`config.mk`:
```
export PLATFORM = sky130hd
export DESIGN_NAME = fft_frame_sequencer
export DESIGN_NICKNAME = d
export VERILOG_FILES = /design/src/rtl/fft_frame_sequencer.sv
export SDC_FILE = /design/constraint.sdc
export NUM_CORES = 1
export LEC_CHECK = 0
export CAP_MARGIN = 20
export CORE_MARGIN = 3
export CORE_UTILIZATION = 51
export CTS_CLUSTER_SIZE = 16
export DETAILED_ROUTE_END_ITERATION = 8
export GPL_TIMING_DRIVEN = 1
export PLACE_DENSITY = 0.81
export REMOVE_ABC_BUFFERS = 1
export SYNTH_ARGS = -nofsm -noshare
export SYNTH_HDL_FRONTEND = slang
export SYNTH_SLANG_ARGS = --single-unit
```
`constraint.sdc`:
```
create_clock -name clk -period 4.35 [get_ports clk]
set_input_delay 1.305 -clock clk [delete_from_list [all_inputs] [get_ports clk]]
set_output_delay 1.305 -clock clk [all_outputs]
set_load 0.03 [all_outputs]
```
`src/rtl/fft_frame_sequencer.sv`:
```
// Frame sequencer around the parallel FFT core: collect N samples, wait FFT_LATENCY+1 cycles, then stream N bins.
// First bin is valid FFT_LATENCY+1 cycles after the last input accept; m_ready low holds the bin, and s_ready is low outside COLLECT.
module fft_frame_sequencer #(
  parameter int N           = 8,
  parameter int W           = 12,
  parameter int FFT_LATENCY = 4,
  parameter int FRAME_CNT_W = 16
) (
  input  logic                   clk,
  input  logic                   rst_n,
  input  logic                   s_valid,
  output logic                   s_ready,
  input  logic [W-1:0]           s_real,
  input  logic [W-1:0]           s_imag,
  output logic [N*W-1:0]         fft_x_real,
  output logic [N*W-1:0]         fft_x_imag,
  input  logic [N*W-1:0]         fft_y_real,
  input  logic [N*W-1:0]         fft_y_imag,
  output logic                   m_valid,
  input  logic                   m_ready,
  output logic [W-1:0]           m_real,
  output logic [W-1:0]           m_imag,
  output logic [$clog2(N)-1:0]   m_index,
  output logic                   m_last,
  output logic                   frame_done,
  output logic [FRAME_CNT_W-1:0] frame_cnt,
  output logic                   busy
);

  localparam int IDX_W = $clog2(N);
  localparam int LAT_W = (FFT_LATENCY > 1) ? $clog2(FFT_LATENCY) : 1;

  typedef enum logic [1:0] {COLLECT, WAIT, CAPTURE, DRAIN} state_e;

  state_e                 state_q, state_d;
  logic [IDX_W-1:0]       wr_idx_q, wr_idx_d;
  logic [IDX_W-1:0]       rd_idx_q, rd_idx_d;
  logic [LAT_W-1:0]       wait_cnt_q, wait_cnt_d;
  logic [N*W-1:0]         x_real_q, x_real_d;
  logic [N*W-1:0]         x_imag_q, x_imag_d;
  logic [N*W-1:0]         out_real_q, out_real_d;
  logic [N*W-1:0]         out_imag_q, out_imag_d;
  logic                   frame_done_q, frame_done_d;
  logic [FRAME_CNT_W-1:0] frame_cnt_q, frame_cnt_d;

  always_ff @(posedge clk or negedge rst_n) begin
    if (!rst_n) begin
      state_q      <= COLLECT;
      wr_idx_q     <= '0;
      rd_idx_q     <= '0;
      wait_cnt_q   <= '0;
      x_real_q     <= '0;
      x_imag_q     <= '0;
      out_real_q   <= '0;
      out_imag_q   <= '0;
      frame_done_q <= 1'b0;
      frame_cnt_q  <= '0;
    end else begin
      state_q      <= state_d;
      wr_idx_q     <= wr_idx_d;
      rd_idx_q     <= rd_idx_d;
      wait_cnt_q   <= wait_cnt_d;
      x_real_q     <= x_real_d;
      x_imag_q     <= x_imag_d;
      out_real_q   <= out_real_d;
      out_imag_q   <= out_imag_d;
      frame_done_q <= frame_done_d;
      frame_cnt_q  <= frame_cnt_d;
    end
  end

  always_comb begin
    state_d      = state_q;
    wr_idx_d     = wr_idx_q;
    rd_idx_d     = rd_idx_q;
    wait_cnt_d   = wait_cnt_q;
    x_real_d     = x_real_q;
    x_imag_d     = x_imag_q;
    out_real_d   = out_real_q;
    out_imag_d   = out_imag_q;
    frame_done_d = 1'b0;
    frame_cnt_d  = frame_cnt_q;

    case (state_q)
      COLLECT: begin
        if (s_valid) begin
          x_real_d[wr_idx_q*W +: W] = s_real;
          x_imag_d[wr_idx_q*W +: W] = s_imag;
          if (wr_idx_q == IDX_W'(N-1)) begin
            wr_idx_d   = '0;
            wait_cnt_d = '0;
            state_d    = WAIT;
          end else begin
            wr_idx_d = wr_idx_q + 1'b1;
          end
        end
      end
      // The core has no valid; its output is trusted only after the full pipeline depth.
      WAIT: begin
        if (wait_cnt_q == LAT_W'(FFT_LATENCY-1)) begin
          state_d = CAPTURE;
        end else begin
          wait_cnt_d = wait_cnt_q + 1'b1;
        end
      end
      CAPTURE: begin
        out_real_d = fft_y_real;
        out_imag_d = fft_y_imag;
        rd_idx_d   = '0;
        state_d    = DRAIN;
      end
      DRAIN: begin
        if (m_ready) begin
          if (rd_idx_q == IDX_W'(N-1)) begin
            rd_idx_d     = '0;
            frame_done_d = 1'b1;
            frame_cnt_d  = frame_cnt_q + 1'b1;
            state_d      = COLLECT;
          end else begin
            rd_idx_d = rd_idx_q + 1'b1;
          end
        end
      end
      default: state_d = COLLECT;
    endcase
  end

  assign s_ready    = (state_q == COLLECT);
  assign m_valid    = (state_q == DRAIN);
  assign m_real     = m_valid ? out_real_q[rd_idx_q*W +: W] : '0;
  assign m_imag     = m_valid ? out_imag_q[rd_idx_q*W +: W] : '0;
  assign m_index    = rd_idx_q;
  assign m_last     = m_valid && (rd_idx_q == IDX_W'(N-1));
  assign fft_x_real = x_real_q;
  assign fft_x_imag = x_imag_q;
  assign frame_done = frame_done_q;
  assign frame_cnt  = frame_cnt_q;
  assign busy       = (state_q != COLLECT) || (wr_idx_q != '0);

endmodule

```
==> out/qor.csv <==
stage,metric,value,unit
pwr,worst vdd ir,0.466,mV
synthesis,Synth Area in Simple Gates,6.66,%
critical_path,Critical Path End,m_real[2],
cts,clk root buf,clkbuf_16,
synthesis,yosys warns,0,
cells_and_area,Multi-input gate area,8860,um^2
synthesis,Commonest cells post-synth,"411 x dfrtp_1, 286 x mux2_2, 81 x nand2_1",
timing,relative slew slack,27.2,%
pwr,internal power,12.8,mW
detailed_routing,Post-Route WL,58900,um
cts,Post-CTS Resized,0,
hold_path,type of the worst min-delay path,reg -> reg,
critical_path,"Max stage delay cell, worst path",dfrtp_2,
synthesis,sequential-to-total area share from yosys stat,52.5,%
synthesis,most frequent cell after synthesis,dfrtp_1,
placed_design,Placer Congestion,0.956,
timing,Max Freq,0.236,GHz
flow_run,maxcap violations,0,
pwr,Sw Ratio,40.3,%
critical_path,worst r2r src,wr_idx_q[1],
critical_path,FF-to-FF path depth,10,
cts,CTS Buf Count,44,
synthesis,Avg Inst Size Synth,13.4,um^2
detailed_routing,Routed Antenna Nets,0,
timing,Worst-Margin Slew,1090,ps
pwr,combinational power share,51.5,%
synthesis,Yosys top cell area share,52.5,%
synthesis,cells after synthesis,1458,
global_routing,global route total overflow,0,
synthesis,"top cells by area, synth","dfrtp_1 53%, mux2_2 16%, mux4_2 5.5%",
critical_path,Critical Path Start Type,flip-flop,
synthesis,largest family of logic cells by synthesized area,multiplexers,
critical_path,"slowest stage delay, CP",710,ps
critical_path,WP data arrival,2930,ps
cts,CTS tree,yes,
detailed_routing,DRT Pass-1 Iters,6,
placed_design,placed instance area,24900,um^2
detailed_routing,Vias/cell,5.86,
global_routing,first-pass GRT wire length,91100,um
critical_path,critical-path maximum fanout,34,
synthesis,Post-Syn Area,19600,um^2
timing,setup_tns,0,ps
floorplanning,row count,71,
cells_and_area,Final nets,2149,
detailed_routing,via count,14400,
timing,fin crit share,97.4,%
critical_path,CP Capture Type,output port,
timing,Post-Route Skew,15.3,ps
pwr,leakage power,11.2,nW
floorplanning,die area,40800,um^2
detailed_routing,Starting DRT DRC Count,1116,
detailed_routing,Routed wire per std cell,23.9,um
global_routing,vias in the first global route,15300,
cells_and_area,"non-filler cells, final",2459,
cells_and_area,fin area,26400,um^2
critical_path,cells along the critical path,buf_12 > mux4_2 > mux2i_1 > nor2b_1 > clkdlybuf4s50_1,
global_routing,gr usage total,28.8,%
synthesis,Yosys reg bits,411,
pwr,power density cells,814,nW/um^2
critical_path,Reg2Reg Setup Slack,410,ps
floorplanning,Starting Density,51.9,%
cts,Worst-Skew Late Latency,570,ps
floorplanning,die width,202,um
cts,H-tree levels,2,
timing,Finish-stage setup viols,0,
critical_path,FF-to-FF End,fft_x_imag[72],
placed_design,Inst Count DP,2377,
floorplanning,Ports,460,
timing,"Slew Viols, Final",0,
cells_and_area,Layout area overhead,35.0,%
cells_and_area,Fillers,2585,
timing,unrepaired setup endpoints after global routing,no,
synthesis,number of synthesized flops with an enable pin,0,
timing,minimum clock period,4240,ps
synthesis,Netlist cell types,68,
run_status,status,"finished, final reports clean",
synthesis,Most used DFF post-synth,dfrtp_1,
cts,clk sink count,411,
timing,Hold WS,473,ps
global_routing,initial antenna violation count,12,
critical_path,crit path from,m_index[1],
cts,deepest clock path buffer count,3,
critical_path,Setup Crit Path Kind,reg -> out,
synthesis,Compound-Gate Fraction of Synth Area,6.32,%
timing,final hold viol count,0,
pwr,total power,21.5,mW
pwr,Clock power frac,18.6,%
floorplanning,core area,37800,um^2
synthesis,adder-cell share of the synthesized area,1.06,%
synthesis,post-synthesis mux area share,30.0,%
cells_and_area,layout cells sized above 1,25.0,%
global_routing,largest net degree at the start of global routing,102,
placed_design,I/O Buffers,459,
synthesis,XOR/XNOR Fraction of Synth Area,1.11,%
pwr,NetSw,8.66,mW
synthesis,largest area contributor in the netlist,dfrtp_1,
cts,Worst-path clk slew,60,ps
detailed_routing,# DRC,0,
floorplanning,Die H,202,um
synthesis,ys async rst share,100,%
cells_and_area,register area,10300,um^2
pwr,register share of total power,29.9,%
critical_path,Worst EP required,3040,ps
placed_design,DP Wirelength,42500,um
routing by layer:
layer	share of wire (%)	routed length, um	global-route usage [%]
met5	0.23	135	0
met3	9.1	5380	8.83
met1	37	21800	34.2
met4	4.0	2360	11.1
met2	50	29200	49.3
per-stage QoR:
step	worst slack [ps]	utilization, %
2_1_floorplan	-1490	-
3_3_place_gp	566	65.8
3_5_place_dp	456	65.8
4_1_cts	110	70.0
5_1_grt	8.29	70.0
6_report	115	70.0
area by class of cell:
class	count	area share (%)
inverters	17	0.241
well taps	511	2.42
diodes	1	0.00946
clock buffers	62	4.80
clock inverters	18	1.05
flip-flops and latches	411	38.9
repair buffers	499	19.0
multi-input cells	940	33.5
power by group through the flow:
stage | registers [mW] | clock network, mW | logic (mW)
final | 6.43 | 4.01 | 11.1
after global routing | 6.60 | 4.23 | 11.7
after CTS | 6.42 | 4.08 | 11.0
after detailed placement | 6.47 | 0 | 10.9
after global placement | 6.38 | 0 | 10.7
after floorplan | 7.52 | 0 | 6.01
cells in the final DEF (no fill, tap or decap), types with 11 or more instances in the layout:
cell type	Yosys	routed
clkdlybuf4s50_1	0	458
dfrtp_1	411	407
mux2_2	286	286
nand2_1	81	81
mux2_1	78	78
nor2_1	61	61
mux4_2	48	48
mux2i_1	46	46
clkbuf_16	0	45
nor2b_1	33	33
buf_4	4	30
a22o_1	24	24
o21ai_0	21	21
nand3_1	20	20
a21oi_1	19	19
inv_1	17	17
mux2_4	16	16
xnor2_1	15	15
o22ai_1	14	14
ha_1	15	14
a32o_1	11	11
a22oi_1	11	11
cells by family (layout without fill, tap and decap cells):
| logic type | count (synthesis) | after routing |
|---|---|---|
| XOR/XNOR | 24 | 24 |
| AND/OR/NAND/NOR | 260 | 260 |
| flip-flops | 411 | 411 |
| multiplexers | 474 | 474 |
| buffers and inverters | 107 | 596 |
| adder cells (fa/ha/maj) | 16 | 16 |
| AO/OA/AOI/OAI | 166 | 166 |
| other | 0 | 1 |
what timing repair did:
action	4_1_cts	5_1_grt
hold buffers	0	0
hold endpoints to repair	0	0
endpoints found under the setup margin	12	0
setup buffers	1	0
critical path: cells and delay by family, from the launching register on:
kind	cells	cell delay, ps
buffers and inverters	2	910
DFF	1	710
muxes	2	600
and+or+nand+nor	1	120
worst min path at each step:
stage,startpoint,endpoint,slack [ps],cells past startpoint
4_1_cts,frame_cnt[15],frame_cnt[15],470,1
2_1_floorplan,out_imag_q[24],out_imag_q[24],480,1
5_1_grt,frame_cnt[15],frame_cnt[15],480,1
3_3_place_gp,frame_cnt[15],frame_cnt[15],460,1
6_report,frame_cnt[15],frame_cnt[15],470,1
3_5_place_dp,frame_cnt[15],frame_cnt[15],460,1
sequential cells by signal (all words and copies together), names as in the netlist:
register,cells
fft_x_imag,96
fft_x_real,96
frame_cnt,16
frame_done,1
m_index,3
out_imag_q,96
out_real_q,96
state_q,2
wait_cnt_q,2
wr_idx_q,3
(Power assumes the default switching activity.)
